--- config.mk ---
export PLATFORM = sky130hd
export DESIGN_NAME = gamepad_pmod_multi
export DESIGN_NICKNAME = d
export VERILOG_FILES = /design/src/rtl/gamepad_pmod_multi.sv
export SDC_FILE = /design/constraint.sdc
export NUM_CORES = 1
export LEC_CHECK = 0
export ABC_AREA = 1
export BUFFER_PORTS_ARGS = -buffer_cell sky130_fd_sc_hd__buf_2
export CAP_MARGIN = 20
export CORE_UTILIZATION = 29
export CTS_BUF_LIST = sky130_fd_sc_hd__clkbuf_4
export DETAILED_ROUTE_END_ITERATION = 7
export GPL_ROUTABILITY_DRIVEN = 0
export MAX_ROUTING_LAYER = met4
export PLACE_DENSITY = 0.48
export SLEW_MARGIN = 10
export SYNTH_ARGS = -nofsm -noshare
export SYNTH_HDL_FRONTEND = slang
export SYNTH_SLANG_ARGS = --single-unit
--- constraint.sdc ---
create_clock -name clk -period 2.96 [get_ports clk]
set_input_delay 0.592 -clock clk [delete_from_list [all_inputs] [get_ports clk]]
set_output_delay 0.592 -clock clk [all_outputs]
set_load 0.02 [all_outputs]
--- src/rtl/gamepad_pmod_multi.sv ---
// Gamepad Pmod receiver/decoder for 1..4 pads: synchronised serial capture,
// frame-length validation, per-pad decode, edge events and a link watchdog.
module gamepad_pmod_multi #(
    parameter int NUM_PADS       = 2,
    parameter int TIMEOUT_CYCLES = 1000000
) (
    input  logic                     clk,
    input  logic                     rst_n,
    input  logic                     pmod_data,
    input  logic                     pmod_clk,
    input  logic                     pmod_latch,
    output logic [NUM_PADS*12-1:0]   buttons,
    output logic [NUM_PADS*12-1:0]   pressed,
    output logic [NUM_PADS*12-1:0]   released,
    output logic [NUM_PADS-1:0]      is_present,
    output logic                     frame_valid,
    output logic                     frame_error,
    output logic                     stale
);

    localparam int NB = NUM_PADS * 12;
    localparam int CW = $clog2(NB + 2);
    localparam int TW = (TIMEOUT_CYCLES > 1) ? $clog2(TIMEOUT_CYCLES + 1) : 1;

    logic [1:0]    r_data_s;
    logic [2:0]    r_clk_s;
    logic [2:0]    r_latch_s;
    logic [NB-1:0] r_shift;
    logic [NB-1:0] r_raw;
    logic [CW-1:0] r_cnt;
    logic [TW-1:0] r_wd;
    logic          r_stale;
    logic          r_valid_p;
    logic          r_err_p;

    logic          w_clk_rise;
    logic          w_latch_rise;
    logic          w_len_ok;
    logic          w_commit;
    logic          w_timeout;
    logic [NB-1:0] w_new_buttons;
    logic [NUM_PADS-1:0] w_present;

    // Index [1] is the synchronised level, index [2] its previous value.
    always_ff @(posedge clk or negedge rst_n) begin
        if (!rst_n) begin
            r_data_s  <= '0;
            r_clk_s   <= '0;
            r_latch_s <= '0;
        end else begin
            r_data_s  <= {r_data_s[0], pmod_data};
            r_clk_s   <= {r_clk_s[1:0], pmod_clk};
            r_latch_s <= {r_latch_s[1:0], pmod_latch};
        end
    end

    assign w_clk_rise   = r_clk_s[1] & ~r_clk_s[2];
    assign w_latch_rise = r_latch_s[1] & ~r_latch_s[2];

    always_comb begin
        w_len_ok = 1'b0;
        for (int unsigned k = 0; k < NUM_PADS; k++) begin
            if (r_cnt == CW'(12 * (k + 1))) w_len_ok = 1'b1;
        end
    end

    assign w_commit  = w_latch_rise & w_len_ok;
    assign w_timeout = (TIMEOUT_CYCLES > 0) && !r_stale && !w_commit &&
                       (r_wd == TW'(TIMEOUT_CYCLES - 1));

    // A clock edge coincident with the latch becomes bit 1 of the next frame.
    always_ff @(posedge clk or negedge rst_n) begin
        if (!rst_n) begin
            r_shift   <= '1;
            r_cnt     <= '0;
            r_valid_p <= 1'b0;
            r_err_p   <= 1'b0;
        end else begin
            r_valid_p <= w_commit;
            r_err_p   <= w_latch_rise & ~w_len_ok;
            if (w_latch_rise) begin
                if (w_clk_rise) begin
                    r_shift <= {{(NB-1){1'b1}}, r_data_s[1]};
                    r_cnt   <= CW'(1);
                end else begin
                    r_shift <= '1;
                    r_cnt   <= '0;
                end
            end else if (w_clk_rise) begin
                r_shift <= {r_shift[NB-2:0], r_data_s[1]};
                if (r_cnt != CW'(NB + 1)) r_cnt <= r_cnt + CW'(1);
            end
        end
    end

    always_ff @(posedge clk or negedge rst_n) begin
        if (!rst_n) begin
            r_raw   <= '1;
            r_wd    <= '0;
            r_stale <= 1'b1;
        end else if (w_commit) begin
            r_raw   <= r_shift;
            r_wd    <= '0;
            r_stale <= 1'b0;
        end else if (w_timeout) begin
            r_raw   <= '1;
            r_wd    <= '0;
            r_stale <= 1'b1;
        end else if (TIMEOUT_CYCLES > 0 && !r_stale) begin
            r_wd    <= r_wd + TW'(1);
        end
    end

    always_comb begin
        w_new_buttons = '0;
        w_present     = '0;
        for (int unsigned k = 0; k < NUM_PADS; k++) begin
            w_present[k] = ~&r_raw[12*k +: 12];
            if (w_present[k]) w_new_buttons[12*k +: 12] = r_raw[12*k +: 12];
        end
    end

    always_ff @(posedge clk or negedge rst_n) begin
        if (!rst_n) begin
            buttons     <= '0;
            pressed     <= '0;
            released    <= '0;
            is_present  <= '0;
            frame_valid <= 1'b0;
            frame_error <= 1'b0;
            stale       <= 1'b1;
        end else begin
            buttons     <= w_new_buttons;
            pressed     <= w_new_buttons & ~buttons;
            released    <= ~w_new_buttons & buttons;
            is_present  <= w_present;
            frame_valid <= r_valid_p;
            frame_error <= r_err_p;
            stale       <= r_stale;
        end
    end

endmodule

### After elaboration in Yosys (flattened, before gate mapping)

Cells that the tools add are included.

| cells by class | value |
|---|---|
| add/subtract/negate cells | 2 |
| equality and inequality tests | 5 |
| muxes and demuxes | 18 |
| bitwise gates (word level) | 11 |
| reductions and logical operators | 12 |

Operator list:

| operator | count |
|---|---|
| 2-to-1 mux 24 bit | 4 |
| 2-to-1 mux 20 bit | 3 |
| AND 24 bit | 2 |
| NOT 24 bit | 2 |
| 2-to-1 mux 12 bit | 2 |
| AND reduction 12 bit | 2 |
| adder 20 x 1 -> 20 bit (second input constant) | 1 |
| == test 20 bit (second input constant) | 1 |
| 2-to-1 mux 5 bit | 3 |
| 2-to-1 mux 1 bit | 6 |
| nonzero test 2 bit | 3 |
| adder 5 x 1 -> 5 bit (second input constant) | 1 |
| == test 5 x 4 -> 1 bit (second input constant) | 1 |
| == test 5 bit (second input constant) | 1 |
| != test 5 bit (second input constant) | 1 |
| AND 1 bit | 4 |
| zero test 1 bit | 4 |
| != test 3 x 1 -> 1 bit (second input constant) | 1 |
| NOT 1 bit | 3 |
| logical AND 1 bit | 2 |
| AND reduction 2 bit | 1 |

| word-level totals | value |
|---|---|
| register bits after elaboration | 161 |
| input bits | 5 |
| word-level logic and storage cells | 65 |

### Logic depth before layout (Yosys ltp)

| logic depth | value |
|---|---|
| depth after elaboration | 9 |
| gate-level depth with buffers | 11 |

### Worst setup path before layout

Ideal clock, no wire load.

| timing | value |
|---|---|
| path type | register -> register |
| start | register r_cnt[0] |
| end | register r_wd[3] |
| library setup time | 0.118 ns |
| arrival | 1.389 ns |
| data required time | 2.842 ns |
| path slack | 1.453 ns |
| stages on the path, launching flop included | 10 |
| period minus slack after synthesis | 1.507 ns |
| cells stage by stage | dfrtp_1 -> inv_1 -> ha_1 -> nand3_1 -> nand2_1 -> nand3_2 -> buf_4 -> buf_2 -> nand4_1 -> nand2_1 |

| between the ends | value |
|---|---|
| word-level cells in the longest chain between the ends | 9 |
| elaborated cells on any way between the ends | 11 |
| classes of those cells | eq/ne: 3; mux: 4; bitwise: 1; reduce/logical: 3 |

RTL lines:

| item | RTL line | text |
|---|---|---|
| start: declaration | 30 | `logic [CW-1:0] r_cnt;` |
| start signal: assignment | 91 | `if (r_cnt != CW'(NB + 1)) r_cnt <= r_cnt + CW'(1);` |
| == test 5 x 4 -> 1 bit | 63 | `if (r_cnt == CW'(12 * (k + 1))) w_len_ok = 1'b1;` |
| 2-to-1 mux 1 bit | 63 |  |
| 2-to-1 mux 1 bit (*) | 63 |  |
| AND 1 bit (*) | 67 | `assign w_commit = w_latch_rise & w_len_ok;` |
| zero test 1 bit | 68 | `assign w_timeout = (TIMEOUT_CYCLES > 0) && !r_stale && !w_commit &&` |
| logical AND 1 bit (2 in a row) | 68 |  |
| 2-to-1 mux 20 bit | 105 | `end else if (w_timeout) begin` |
| 2-to-1 mux 20 bit | 101 | `end else if (w_commit) begin` |
| end signal: assignment | 110 | `r_wd <= r_wd + TW'(1);` |
| end: declaration | 31 | `logic [TW-1:0] r_wd;` |

Mark *: on every way between the ends. The rest lies on a longest branch, timed or not.
A chain may end at the register's enable or synchronous reset.

### Worst setup path in the final report

| timing | value |
|---|---|
| start | register r_cnt[0] |
| end | register r_raw[23] |

| between the ends | value |
|---|---|
| word-level cells in the longest chain between the ends | 8 |
| elaborated cells on any way between the ends | 10 |
| classes of those cells | eq/ne: 2; mux: 3; bitwise: 1; reduce/logical: 4 |

RTL lines:

| item | RTL line | text |
|---|---|---|
| == test 5 x 4 -> 1 bit | 63 |  |
| 2-to-1 mux 1 bit | 63 |  |
| 2-to-1 mux 1 bit (*) | 63 |  |
| AND 1 bit (*) | 67 |  |
| via w_commit | 39 | `logic w_commit;` |
| zero test 1 bit | 68 |  |
| logical AND 1 bit (2 in a row) | 68 |  |
| nonzero test 2 bit (no source line) | -- |  |
| end signal: assignment | 102 | `r_raw <= r_shift;` |
| end: declaration | 29 | `logic [NB-1:0] r_raw;` |

Mark *: on every way through the listed nets, which the timed path passes. The rest lies on a longest branch.

==> results.toml <==
[clock_network]
cts.htree.levels = 4
clock_tree_from_tritoncts = "yes"
clk_latency_ns = 0.55
cts_sinks = 161
path_clk_slew_ns = 0.12
cts_made_buffers = 17
post-cts-setup-buffers = 0
cts_root_buf = "clkbuf_4"
clockBufferDepth = 2

[timing]
period_needed_ns = 2.010
min_period_over_period_pct = 67.90
rel_slew_slack_pct = 58.92
final_report_hold_violation_count = 0
clock_skew_ns = 0.02617
finalHoldWorstSlack_ns = 0.1474
grt_setup_unrepaired = "false"
final-setup-viol-count = 0
fin_setup_tns_ns = 0
fmaxAchievable_mhz = 497.6
finalMaxSlewViolations = 0
tightest_slew_ns = 0.6162

[die]
top_level_ports = 82
fp.dieW_um = 151.0
die_height_um = 151.0
floorplan.rows = 54
core_area_um2 = 21820
initial_core_util_pct = 29.52
floorplan_die_area_um2 = 22810

[detailed_routing]
drt_first_pass_iters = 4
ant_nets = 0
routed_wire_length_per_instance_um = 12.36
post_drt_via_cell_ratio = 4.283
drt_drc_violations_left = 0
vias = 4394
routed_wl_um = 12680
drt_first_iter_violations = 294

[layout]
total_of_fill_cells_in_the_finished_design = 2300
finalCoreUtilization_pct = 33.99
drive_above_1_share_pct = 28.46
layout_common_cells = "111 x dfrtp_1, 97 x nand2_1, 95 x nor2_1"
num-nets-final = 741
flow.area_growth_from_synthesis_pct = 15.15
mostFrequentLayoutCell = "dfrtp_1"

[worst_setup_path]
crit_path_start = "r_cnt[0]"
worstReg2RegStart = "r_cnt[0]"
crit_required_ns = 3.44
worst_ep_arrival_time_ns = 2.49
worstSetupStartpointType = "register"
worst_setup_path_end_kind = "register"
critPathMaxFanout = 20
critPathKind = "reg2reg"

[synthesis]
mappedNetlistNets = 650
netlist_instances = 641
post_synth_num_cell_types = 31
synth.yosys.seq_area_share_pct = 63.51
ys_seq_elements = 161
synth_warnings = 0
syn_avg_cell_area_um2 = 10.05
synthesis.area_um2 = 6442

[status]
status = "completed"

[grt]
grt_max_degree = 65
grt_pass1_wl_um = 21360
initial_antenna_violation_count = 1
grt_pass1_vias = 4285
grt-ovfl-total = 0
grtUsageTotal_pct = 12.48

[worst_hold_path]
hold_path_startpoint = "pmod_data"
min_path_type = "in2reg"

[pwr]
power_uw = 3740
vdd.ir_drop.worst_v = 0.0001988
power_leakage_uw = 0.003893
cellPowerDensity_nw_per_um2 = 504.1

[place]
port_buffers = 81
dp_hpwl_um = 8569

[run]
max-cap-violations = 0
## report_power, final
| part | switching [uW] | leakage [uW] | total, uW | internal (uW) |
|---|---|---|---|---|
| clock network | 751 | 0.000129 | 1110 | 361 |
| registers | 67.8 | 0.00202 | 2390 | 2320 |
| logic | 163 | 0.00174 | 241 | 78.0 |
| total | 982 | 0.00389 | 3740 | 2760 |
## registers in the layout, summed over array words and instances (netlist names), 3 cells and up
register,flops
r_raw,24
r_latch_s,3
r_cnt,5
r_shift,24
r_clk_s,3
released,24
r_wd,20
buttons,24
pressed,24
## critical path, stage by stage (launching register included)
cell and delay (ns):
dfrtp_1 0.39, inv_1 0.09, ha_1 0.22, nand3_1 0.08
nand2_1 0.08, nand3_2 0.17, inv_2 0.08, nor2_4 0.48
buf_12 0.25, a21oi_1 0.08
## area by class of cell
class	instances	area [um2]	share of cell area [%]
timing repair buffer	91	514.2	6.932
clock buffer	21	157.7	2.125
tap	280	350.3	4.723
antenna	1	2.502	0.03373
inverter	97	364.1	4.908
sequential	161	4091	55.15
multi-input combinational	364	1873	25.25
clock inverter	11	65.06	0.8770
## through the flow
step | instance area [um2] | worst slack, ns | instances
after floorplan | 6442 | 1.453 | 641
after global placement | 7183 | 0.9578 | 992
after detailed placement | 7183 | 0.9450 | 992
after CTS | 7416 | 0.9202 | 1025
after global routing | 7418 | 0.7833 | 1026
final | 7418 | 0.9502 | 1026
## Yosys cell counts
cell,n,area [um2]
dfrtp_1,111,2778
nand2_1,97,364.1
nor2_1,95,356.6
inv_1,91,341.6
dfstp_2,50,1314
a21oi_1,25,125.1
nand3_1,25,125.1
a21oi_2,20,175.2
o21ai_0,20,100.1
nand4_1,12,75.07
a21boi_0,9,67.56
nor4_1,9,56.30
a21boi_2,8,90.09
buf_2,8,40.04
a21boi_1,7,52.55
nor3_1,7,35.03
inv_2,6,22.52
o211ai_1,6,45.04
a31oi_1,5,31.28
clkbuf_1,5,18.77
buf_6,4,45.04
ha_1,4,50.05
nor2_2,4,25.02
buf_4,2,15.01
nand3_2,2,20.02
nand3b_1,2,15.01
o21ai_1,2,10.01
xor2_1,2,17.52
nand2_4,1,11.26
nor2_4,1,11.26
xnor2_1,1,8.760
## worst paths after layout
path | end | slack (ns) | cells after the start
worst min register to register | frame_error | 0.36 | 0
worst max register to register | r_raw[23] | 0.95 | 9
min in group asynchronous | buttons[7] | 0.58 | 2
worst max-delay path | r_raw[23] | 0.95 | 9
worst min-delay path | r_data_s[0] | 0.15 | 1
max in group asynchronous | stale | 1.56 | 3
## cells by family (layout without fill, tap and decap cells)
| logic type | after synthesis | in the layout | share of synthesized area (%) |
|---|---|---|---|
| other | 0 | 1 | 0 |
| AND/OR/NAND/NOR | 255 | 255 | 16.99 |
| adder cells (fa/ha/maj) | 4 | 4 | 0.7769 |
| buffers and inverters | 116 | 220 | 7.497 |
| flip-flops | 161 | 161 | 63.51 |
| AO/OA/AOI/OAI | 102 | 102 | 10.82 |
| XOR/XNOR | 3 | 3 | 0.4079 |
## routing by layer
| metal | up-vias | wire [um] | global-route usage [%] |
|---|---|---|---|
| met3 | 6 | 518 | 3.464 |
| met1 | 2092 | 6122 | 16.19 |
| li1 | 2222 | - | - |
| met5 | - | 0 | - |
| met4 | 0 | 112 | 4.050 |
| met2 | 74 | 5929 | 18.78 |
## repair_timing
action | in CTS | in global routing
resized for setup | 0 | 0
hold endpoints to repair | 6 | 0
hold buffers | 1 | 0
Power figures use the tool's default switching activity.
